==> config.mk <==
export PLATFORM = sky130hd
export DESIGN_NAME = spi_packet_master
export DESIGN_NICKNAME = d
export VERILOG_FILES = /design/src/rtl/spi_pkg.sv /design/src/rtl/spi_phase_timer.sv /design/src/rtl/spi_packet_master.sv
export SDC_FILE = /design/constraint.sdc
export NUM_CORES = 1
export LEC_CHECK = 0
export CAP_MARGIN = 20
export CORE_ASPECT_RATIO = 2
export CORE_MARGIN = 5
export CORE_UTILIZATION = 50
export CTS_BUF_LIST = sky130_fd_sc_hd__clkbuf_16
export CTS_CLUSTER_DIAMETER = 150
export CTS_CLUSTER_SIZE = 40
export DETAILED_ROUTE_END_ITERATION = 8
export GPL_TIMING_DRIVEN = 0
export PLACE_DENSITY = 0.76
export SKIP_LAST_GASP = 1
export SYNTH_ARGS = -nofsm -noshare
export SYNTH_HDL_FRONTEND = slang
export SYNTH_HIERARCHICAL = 1
export SYNTH_SLANG_ARGS = --single-unit
==> constraint.sdc <==
create_clock -name clk -period 4.5 [get_ports clk]
set_clock_uncertainty 0.05 [all_clocks]
set_input_delay 0.675 -clock clk [delete_from_list [all_inputs] [get_ports clk]]
set_output_delay 0.675 -clock clk [all_outputs]
set_load 0.01 [all_outputs]
==> src/rtl/spi_pkg.sv <==
// spi_pkg: packet layout and FSM state encoding shared by the SPI master and receiver.
package spi_pkg;
    localparam int PACKET_W = 24;
    localparam int CMD_MSB  = 23;
    localparam int CMD_LSB  = 16;
    localparam int VAL_MSB  = 15;
    localparam int VAL_LSB  = 0;

    typedef enum logic [2:0] {IDLE, SETUP, LOW, HIGH, HOLD, DONE} spi_state_t;

    function automatic int max3(input int a, input int b, input int c);
        return (a > b) ? ((a > c) ? a : c) : ((b > c) ? b : c);
    endfunction
endpackage

==> src/rtl/spi_phase_timer.sv <==
// spi_phase_timer: loadable down-counter timing each FSM phase; tc_o flags the last cycle.
module spi_phase_timer #(
    parameter int W = 3
) (
    input  logic         clk,
    input  logic         reset,
    input  logic         load_i,
    input  logic [W-1:0] val_i,
    output logic         tc_o
);
    logic [W-1:0] count_q;

    always_ff @(posedge clk) begin
        if (reset)
            count_q <= '0;
        else if (load_i)
            count_q <= val_i;
        else if (count_q != '0)
            count_q <= count_q - W'(1);
    end

    assign tc_o = count_q == '0;
endmodule

==> src/rtl/spi_packet_master.sv <==
// spi_packet_master: serializes one WIDTH-bit packet per handshake onto cs/sck/sdi, MSB first.
module spi_packet_master
    import spi_pkg::*;
#(
    parameter int WIDTH    = PACKET_W,
    parameter int CLK_DIV  = 4,
    parameter int CS_SETUP = 2,
    parameter int CS_HOLD  = 2
) (
    input  logic             clk,
    input  logic             reset,
    input  logic [WIDTH-1:0] tx_data,
    input  logic             tx_valid,
    output logic             tx_ready,
    output logic             busy,
    output logic             done,
    output logic             cs,
    output logic             sck,
    output logic             sdi
);
    localparam int BW = $clog2(WIDTH + 1);
    localparam int PW = $clog2(max3(CLK_DIV, CS_SETUP, CS_HOLD) + 1);

    spi_state_t       state_q;
    logic [WIDTH-1:0] shift_q;
    logic [BW-1:0]    bit_q;
    logic             ready_q, busy_q, done_q, cs_q, sck_q, sdi_q;
    logic             tc, handshake, phase_load;
    logic [PW-1:0]    phase_val;

    assign handshake  = tx_valid && ready_q;
    // The timer reloads on every state change, so each phase sees a fresh count.
    assign phase_load = (state_q == IDLE) ? handshake : (state_q == DONE) || tc;
    assign phase_val  = (state_q == IDLE) ? PW'(CS_SETUP - 1) :
                        (state_q == HIGH && bit_q == '0) ? PW'(CS_HOLD - 1) : PW'(CLK_DIV - 1);

    spi_phase_timer #(.W(PW)) u_timer (
        .clk   (clk),
        .reset (reset),
        .load_i(phase_load),
        .val_i (phase_val),
        .tc_o  (tc)
    );

    always_ff @(posedge clk) begin
        if (reset) begin
            state_q <= IDLE;
            shift_q <= '0;
            bit_q   <= '0;
            ready_q <= 1'b1;
            busy_q  <= 1'b0;
            done_q  <= 1'b0;
            cs_q    <= 1'b0;
            sck_q   <= 1'b0;
            sdi_q   <= 1'b0;
        end else begin
            case (state_q)
                IDLE: if (handshake) begin
                    shift_q <= tx_data;
                    bit_q   <= BW'(WIDTH - 1);
                    sdi_q   <= tx_data[WIDTH-1];
                    cs_q    <= 1'b1;
                    ready_q <= 1'b0;
                    busy_q  <= 1'b1;
                    state_q <= SETUP;
                end
                SETUP: if (tc) state_q <= LOW;
                LOW: if (tc) begin
                    sck_q   <= 1'b1;
                    state_q <= HIGH;
                end
                HIGH: if (tc) begin
                    sck_q <= 1'b0;
                    if (bit_q == '0) begin
                        state_q <= HOLD;
                    end else begin
                        // Next bit goes out on the same edge that drops sck.
                        shift_q <= shift_q << 1;
                        sdi_q   <= shift_q[WIDTH-2];
                        bit_q   <= bit_q - BW'(1);
                        state_q <= LOW;
                    end
                end
                HOLD: if (tc) begin
                    cs_q    <= 1'b0;
                    sdi_q   <= 1'b0;
                    done_q  <= 1'b1;
                    state_q <= DONE;
                end
                DONE: begin
                    done_q  <= 1'b0;
                    busy_q  <= 1'b0;
                    ready_q <= 1'b1;
                    state_q <= IDLE;
                end
                default: state_q <= IDLE;
            endcase
        end
    end

    assign tx_ready = ready_q;
    assign busy     = busy_q;
    assign done     = done_q;
    assign cs       = cs_q;
    assign sck      = sck_q;
    assign sdi      = sdi_q;
endmodule

== Word-level counts from Yosys, hierarchy flattened ==
Cells that the tools add are included.
Storage, ports and cells
  input bits: 27
  bits in registers: 40
  output and inout bits: 6
  word-level logic and storage cells: 77
Cells by class
  add/sub/neg operators: 2
  multiplexer cells: 33
  equality and inequality tests: 11
  reductions and logical operators: 21
Operators by type and width (count)
  two-way mux 23 bit: 3
  one-hot mux 23 bit (2 select lines): 1
  two-way mux 3 bit: 8
  two-way mux 5 bit: 3
  one-hot mux 3 bit (5 select lines): 1
  inequality test 2 bit (second input constant): 6
  nonzero test 2 bit: 6
  one-hot mux 1 bit (2 select lines): 5
  one-hot mux 5 bit (2 select lines): 1
  AND reduction 5 bit: 2
  two-way mux 1 bit: 8
  equality test 3 x 2 -> 1 bit (second input constant): 2
  equality test 3 bit (second input constant): 2
  zero test 3 bit: 2
  AND reduction 3 bit: 2
  nonzero test 3 bit: 2
  zero test 5 bit: 1
  subtractor 5 x 1 -> 5 bit (second input constant): 1
  two-way mux 2 bit: 2
  AND reduction 2 bit: 2
  AND reduction 4 bit: 1
  equality test 3 x 1 -> 1 bit (second input constant): 1
  one-hot mux 1 bit (3 select lines): 1
  subtractor 3 x 1 -> 3 bit (second input constant): 1
  2 further kinds: 3

== Depth between registers and ports, before layout ==
Gate-level depths: netlist (run 1).
  word-level depth: 5
  depth in mapped cells: 10
  depth with buffers taken out: 9

== Modules after synthesis ==
Netlist (run 1), hierarchy kept.
Modules (own cells, without submodules)
  spi_packet_master: area each 1806.7 um^2, cells an instance 229, instances 1
  spi_phase_timer: area each 206.4 um^2, cells an instance 22, instances 1

== Least setup slack after synthesis (run 1) ==
No wires, ideal clock.
  path kind: register -> register
  start point: register u_timer.count_q[0]
  end point: register u_timer.count_q[0]
  period minus slack after synthesis: 2.020 ns
  arrival time: 1.858 ns
  path buffers: 1
  slack: 2.480 ns
  stages on the path, launching flop included: 11
  setup time: 0.112 ns
  required time: 4.338 ns
  cells stage by stage: dfxtp_1 > inv_1 > ha_1 > nand2b_1 > inv_1 > clkbuf_1 > inv_1 > a22oi_1 > o21a_1 > nor2b_1 > a2111oi_1
Between the ends
  longest elaborated chain between the ends: 4
  elaborated cells on any way between the ends: 8
  classes of those cells: add/sub: 1; mux: 3; reduce/logical: 4
Ends and longest elaborated chain
  start, declared: line spi_phase_timer.sv:11  | logic [W-1:0] count_q;
  start signal, assigned: line spi_phase_timer.sv:17  | count_q <= val_i;
  start signal, assigned: line spi_phase_timer.sv:19  | count_q <= count_q - W'(1);
  zero test 3 bit *: line spi_phase_timer.sv:22  | assign tc_o = count_q == '0;
  net tc: line spi_packet_master.sv:28  | logic tc, handshake, phase_load;
  logical OR 1 bit *: line spi_packet_master.sv:33  | assign phase_load = (state_q == IDLE) ? handshake : (state_q == DONE) || tc;
  two-way mux 1 bit *: line spi_packet_master.sv:33
  net phase_load: line spi_packet_master.sv:28
  two-way mux 3 bit / nonzero test 2 bit (equally long branches)
The timed path passes the listed nets; every way through them passes the cells marked *. The select of a mux whose other input is x is not followed.
A chain may end at the register's enable or synchronous reset.

== Worst setup path in the final report (run 1) ==
  start point: register u_timer.count_q[0]
  end point: register u_timer.count_q[1]
The elaborated chain is that of the path after synthesis.

==> flow_summary_export.csv, run 1 <==
group,metric,value,unit
yosys,yosys.area_share.xor_xnor,0,
placement,portBuffers,32,
power_and_ir_drop,p_leak,0.9502,nW
sta,setup_viol,0,
power_and_ir_drop,total_power,1.311,mW
yosys,yosys.area.top_type,"dfxtp_1",
run,max-cap-violations,0,
yosys,synthFlopType,"dfxtp_1",
sta,fmax,408.3,MHz
worst_setup_path,end_kind,"flop",
route,drtIter0Drc,47,
power_and_ir_drop,p_sw,0.4586,mW
sta,hold_ws,0.4159,ns
sta,post-route-min-period,2.449,ns
worst_setup_path,critical_path_arrival,2.57,ns
yosys,ys_ff_latch,40,
clock_tree,htreeDepth,2,
yosys,yosysWarnings,6,
sta,final.setup.tns,0,ns
yosys,yosysUniqueCellTypes,40,
die,initial_core_util,0.5184,
die,die_h,99.74,um
sta,fin_crit_sh,0.5442,
power_and_ir_drop,ir_drop,0.0003253,V
global_route,grt_use_total,0.1841,
placement,placed_area,2397,um2
clock_tree,holdBufCountCts,0,
yosys,synthAdderAreaFrac,0.01865,
route,drt-total-wl,4.661,mm
worst_hold_path,hold_class,"reg -> reg",
sta,drv_slew,0,
die,core_area,3884,um2
yosys,synth_area,2013,um2
clock_tree,post_cts_buffers,0,
route,drt_pass1_iterations,4,
die,num_io_pins,33,
placement,placed_cells,334,
worst_setup_path,crit_type,"reg -> reg",
cells_and_area,areaGrowthSynthToFinish,25.98,%
yosys,synth-simple-area-share,0.2685,
sta,tightest_slew,0.6365,ns
route,drt.antenna.violating_nets,0,
yosys,synth_top_area_frac,0.3978,
outcome,status,"finished clean",
sta,finalHoldViolations,0,
yosys,synth_area_leaders,"dfxtp_1, nand2_1, a311oi_2",
global_route,grt_pass1_wl,7.603,mm
yosys,async_flop_share,0,
placement,dp_slack,1.841,ns
worst_setup_path,critPathMaxFanout,10,
cells_and_area,finalNetCount,320,
cells_and_area,final_util,0.6530,
yosys,synth_edf_count,0,
clock_tree,cts-resized-gates,0,
yosys,synth_compound_area_frac,0.2449,
cells_and_area,stdcell_area,2536,um2
clock_tree,cts.sinks,40,
yosys,muxShareOfSynthArea,0.004972,
global_route,antenna_found_initial,0,
power_and_ir_drop,p_clk_frac,0.259,
power_and_ir_drop,p_int,0.8527,mW
sta,slew_headroom,0.5756,
yosys,synthCells,251,
cells_and_area,drive_gt1_frac,0.08591,
clock_tree,clockRootBuffer,"clkbuf_16",
clock_tree,cts_tree,"done",
yosys,syn_nets,281,
clock_tree,clk_pin_slew,0.06,ns
power_and_ir_drop,p_comb_frac,0.365,
die,dieWidth,54.87,um
global_route,gr-total-overflow,0,
route,wl_per_cell,13.63,um
clock_tree,clk_latency,0.28,ns
route,vias_per_cell,5.444,
sta,layout_setup_ws,2.051,ns
global_route,grt_max_degree,13,
clock_tree,clockBufferDepth,2,
yosys,synth_top_family_by_area,"simple AND/OR/NAND/NOR gates",
worst_setup_path,crit_required,4.62,ns
power_and_ir_drop,seqPwrFrac,0.376,
cells_and_area,layout.cells.non_filler,342,
yosys,syn_area_per_cell,8.021,um2
route,drc,0,
die,rows,32,
clock_tree,numCtsBuffers,5,
placement,gp_congestion,0.8218,
placement,dp_hpwl,3.472,mm
power_and_ir_drop,p_sw_frac,0.3498,
worst_setup_path,cp-start-kind,"flop",
power_and_ir_drop,powerDensity,517.0,nW/um2
global_route,grt_pass1_vias,1774,
sta,rsz0062_at_grt,"false",
yosys,yosysSeqAreaShare,0.3978,
route,via_count,1862,
die,die_area,5472,um2
cells_and_area,antenna_cells,0,
-- state kept, by name, summed over array words and instances, names as in the netlist, 3 cells and up --
signal and flops:
shift_q 23, bit_q 5, u_timer/count_q 3, state_q 3
-- final timing paths --
kind	startpoint	endpoint	slack, ns	depth (start not counted)
max	u_timer/count_q[0]	u_timer/count_q[1]	2.05	10
min	cs	cs	0.42	2
max reg2reg	u_timer/count_q[0]	u_timer/count_q[1]	2.05	10
min reg2reg	cs	cs	0.42	2
-- power by group through the flow --
| stage | registers (mW) | clock network [mW] | logic [mW] |
|---|---|---|---|
| detailed placement | 0.499 | 0 | 0.482 |
| CTS | 0.492 | 0.346 | 0.485 |
| finish | 0.493 | 0.340 | 0.479 |
| global route | 0.504 | 0.362 | 0.535 |
| floorplan | 0.489 | 0 | 0.352 |
| global placement | 0.496 | 0 | 0.468 |
-- metal layers --
| layer | up-vias | global-route usage | wire length [um] |
|---|---|---|---|
| met1 | 878 | 0.1953 | 1874 |
| met5 | - | 0 | 0 |
| li1 | 947 | - | - |
| met3 | 5 | 0.03148 | 141 |
| met2 | 32 | 0.3312 | 2560 |
| met4 | 0 | 0.07869 | 85 |
-- cells in the final DEF (no fill, tap or decap), types with 2 or more instances in the layout --
cell	synthesis	routed
dfxtp_1	40	40
a211oi_1	2	2
nand2_1	56	56
buf_2	3	3
a311oi_2	11	11
nand3b_1	2	2
clkinv_2	0	2
a311oi_1	13	13
a21oi_1	13	13
nor2_1	35	35
clkbuf_1	12	12
nor4b_1	2	2
o21a_1	2	2
nor3_1	2	2
ha_1	3	3
conb_1	2	2
buf_6	2	2
clkbuf_16	0	5
inv_1	10	10
nand3_1	2	2
a2111oi_1	2	2
clkdlybuf4s50_1	0	32
o21ai_0	8	8
nand2b_1	4	4
nor2b_1	7	7
-- layout make-up --
class | instances | area (um2)
multi-input cells | 183 | 1089
clock inverters | 3 | 13.76
plain buffers | 18 | 86.33
fillers | 359 | 1348
repair buffers | 32 | 320.3
clock buffers | 5 | 125.1
well taps | 51 | 63.81
inverters | 10 | 37.54
flip-flops and latches | 40 | 800.8
-- kinds of logic (layout without fill, tap and decap cells) --
logic type / count (synthesis) / in the layout
simple gates: 119 / 119
compound gates: 58 / 58
flops: 40 / 40
buf+inv: 28 / 68
fa+ha+maj: 3 / 3
other cells: 2 / 2
mux: 1 / 1
-- critical path: stages, from the launching register on --
cell and delay, ns:
dfxtp_1 0.32, inv_1 0.09, ha_1 0.22, nand2b_1 0.12, inv_1 0.13, clkbuf_1 0.32
inv_1 0.15, a22oi_1 0.22, o21a_1 0.29, nor2b_1 0.08, a2111oi_1 0.36
-- synth_stat cells (3+ instances only) --
library cell	count
a21oi_1	13
a311oi_1	13
a311oi_2	11
buf_2	3
clkbuf_1	12
dfxtp_1	40
ha_1	3
inv_1	10
nand2_1	56
nand2b_1	4
nor2_1	35
nor2b_1	7
o21ai_0	8
No activity file was read; power rests on OpenSTA's default activity.
==> run 2: changes to the inputs <==
==> constraint.sdc (replaced) <==
create_clock -name clk -period 2.4 [get_ports clk]
set_clock_uncertainty 0.05 [all_clocks]
set_input_delay 0.36 -clock clk [delete_from_list [all_inputs] [get_ports clk]]
set_output_delay 0.36 -clock clk [all_outputs]
set_load 0.01 [all_outputs]
==> run 2 against run 1 <==
Net effect:
- combinational power rose by 87%
- hold slack barely moved
- routed wire length barely moved
- largest power group unchanged
- critical endpoint unchanged
- fmax rose by 14%
==> flow_summary_export.csv, run 2 (same netlist as run 1, synthesis figures left out) <==
group,metric,value,unit
sta,finalHoldViolations,0,
cells_and_area,finalNetCount,319,
cells_and_area,n_fill_cell,359,
cells_and_area,reg_top3,"shift_q x23, bit_q x5",
sta,fin_crit_sh,0.8966,
global_route,grt_max_degree,13,
route,drc,0,
cells_and_area,areaGrowthSynthToFinish,25.79,%
clock_tree,clockBufferDepth,2,
clock_tree,numCtsBuffers,5,
placement,dp_slack,-0.05223,ns
die,rows,32,
clock_tree,htreeDepth,2,
die,initial_core_util,0.5184,
clock_tree,clk_pin_slew,0.06,ns
power_and_ir_drop,total_power,2.453,mW
route,drt_pass1_iterations,5,
worst_setup_path,rr_endpoint,"u_timer/count_q[1]",
route,wl_per_cell,13.67,um
clock_tree,cts.sinks,40,
power_and_ir_drop,p_comb_frac,0.365,
die,die_area,5472,um2
power_and_ir_drop,p_int,1.595,mW
die,dieWidth,54.87,um
placement,dp_hpwl,3.472,mm
route,via_count,1848,
power_and_ir_drop,ir_drop,0.0006074,V
power_and_ir_drop,p_sw_frac,0.3499,
worst_setup_path,rrSetupSlack,0.25,ns
worst_setup_path,critical_path_arrival,2.27,ns
sta,drv_slew,0,
global_route,grt_use_total,0.1838,
sta,setup_viol,0,
sta,tightest_slew,0.6364,ns
sta,final.setup.tns,0,ns
sta,post-route-min-period,2.152,ns
power_and_ir_drop,seqPwrFrac,0.377,
global_route,grt_pass1_wl,7.590,mm
placement,gp_congestion,0.8218,
route,vias_per_cell,5.419,
cells_and_area,most-common-layout-cells,"nand2_1, dfxtp_1, nor2_1",
cells_and_area,largest_reg_flops,23,
clock_tree,clk_latency,0.28,ns
sta,slew_headroom,0.5757,
clock_tree,holdBufCountCts,0,
global_route,grt_pass1_vias,1765,
outcome,status,"finished clean",
route,drtIter0Drc,37,
power_and_ir_drop,p_leak,0.9477,nW
clock_tree,clockRootBuffer,"clkbuf_16",
power_and_ir_drop,p_sw,0.8583,mW
power_and_ir_drop,powerDensity,968.6,nW/um2
route,drt-total-wl,4.660,mm
sta,layout_setup_ws,0.2483,ns
worst_hold_path,hold_class,"reg -> reg",
die,die_h,99.74,um
worst_setup_path,rr_worst_depth,9,
cells_and_area,final_common_cell,"nand2_1",
worst_setup_path,crit_type,"reg -> reg",
worst_setup_path,critPathMaxFanout,12,
global_route,antenna_found_initial,0,
worst_setup_path,end_kind,"flop",
global_route,gr-total-overflow,0,
cells_and_area,drive_gt1_frac,0.08966,
sta,fmax,464.7,MHz
sta,rsz0062_at_grt,"false",
worst_hold_path,min-delay-start,"cs",
clock_tree,cts_tree,"done",
worst_setup_path,rr_startpoint,"u_timer/count_q[0]",
run,max-cap-violations,0,
worst_setup_path,crit_required,2.52,ns
worst_hold_path,holdPathEnd,"cs",
die,num_io_pins,33,
cells_and_area,antenna_cells,0,
cells_and_area,largest-register,"shift_q",
worst_hold_path,whs_path_depth,2,
placement,portBuffers,32,
worst_setup_path,cp-start-kind,"flop",
route,drt.antenna.violating_nets,0,
power_and_ir_drop,p_clk_frac,0.258,
die,core_area,3884,um2
-- run 2: cell types whose count changed in the layout (fill, tap and decap cells not counted) --
cell | previous run | this run
clkbuf_1 | 12 | 11
inv_2 | 0 | 1
inv_1 | 10 | 9
-- run 2: timing repair --
action / 4_1_cts / 5_1_grt
gates resized for setup: 0 / 1
setup endpoints to repair: 2 / 12
cloned: 0 / 0
setup buffers: 0 / 0
-- run 2: critical path, stage by stage, from the launching register on --
cell	delay [ns]
dfxtp_1	0.32
inv_1	0.09
ha_1	0.22
nand2b_1	0.13
inv_2	0.19
inv_1	0.12
a22oi_1	0.21
o21a_1	0.29
nor2b_1	0.08
a2111oi_1	0.36
-- run 2: through the flow --
stage	instances	utilization	hold slack [ns]	cell area (um2)
global placement	334	0.6173	0.4065	2397
finish	341	0.6521	0.4160	2532
CTS	341	0.6521	0.4196	2532
global route	341	0.6521	0.4438	2532
floorplan	251	-	0.3779	2013
detailed placement	334	0.6173	0.4101	2397
-- run 2: power by group through the flow --
stage          Clock [mW]  Sequential (mW)  Combinational, mW
2_1_floorplan           0            0.917              0.661
3_3_place_gp            0            0.931              0.878
3_5_place_dp            0            0.935              0.903
4_1_cts             0.649            0.923              0.902
5_1_grt             0.680            0.945              0.996
6_report            0.633            0.924              0.895
-- run 2: worst max-delay path by stage --
stage	endpoint	cells past startpoint	slack, ns	startpoint
finish	u_timer/count_q[1]	9	0.25	u_timer/count_q[0]
global route	u_timer/count_q[0]	9	0.05	u_timer/count_q[0]
CTS	u_timer/count_q[0]	9	0.09	u_timer/count_q[0]
detailed placement	u_timer/count_q[0]	10	-0.05	u_timer/count_q[0]
global placement	u_timer/count_q[0]	10	-0.03	u_timer/count_q[0]
floorplan	u_timer/count_q[0]	10	0.38	u_timer/count_q[0]
-- run 2: final cells by class --
class / count / area, um2 / area share
timing repair buffer: 32 / 320.3 / 0.1265
tap: 51 / 63.81 / 0.02520
buffer: 17 / 82.58 / 0.03261
inverter: 10 / 37.54 / 0.01482
clock buffer: 5 / 125.1 / 0.04941
clock inverter: 3 / 13.76 / 0.005435
multi-input combinational: 183 / 1089 / 0.4298
sequential: 40 / 800.8 / 0.3162
-- run 2: metal layers --
| metal | routed length [um] | global-route usage | part of all wire |
|---|---|---|---|
| met4 | 85 | 0.07678 | 0.018 |
| met2 | 2567 | 0.3321 | 0.55 |
| met5 | 0 | 0 | 0 |
| met1 | 1866 | 0.1944 | 0.40 |
| met3 | 140 | 0.03148 | 0.030 |
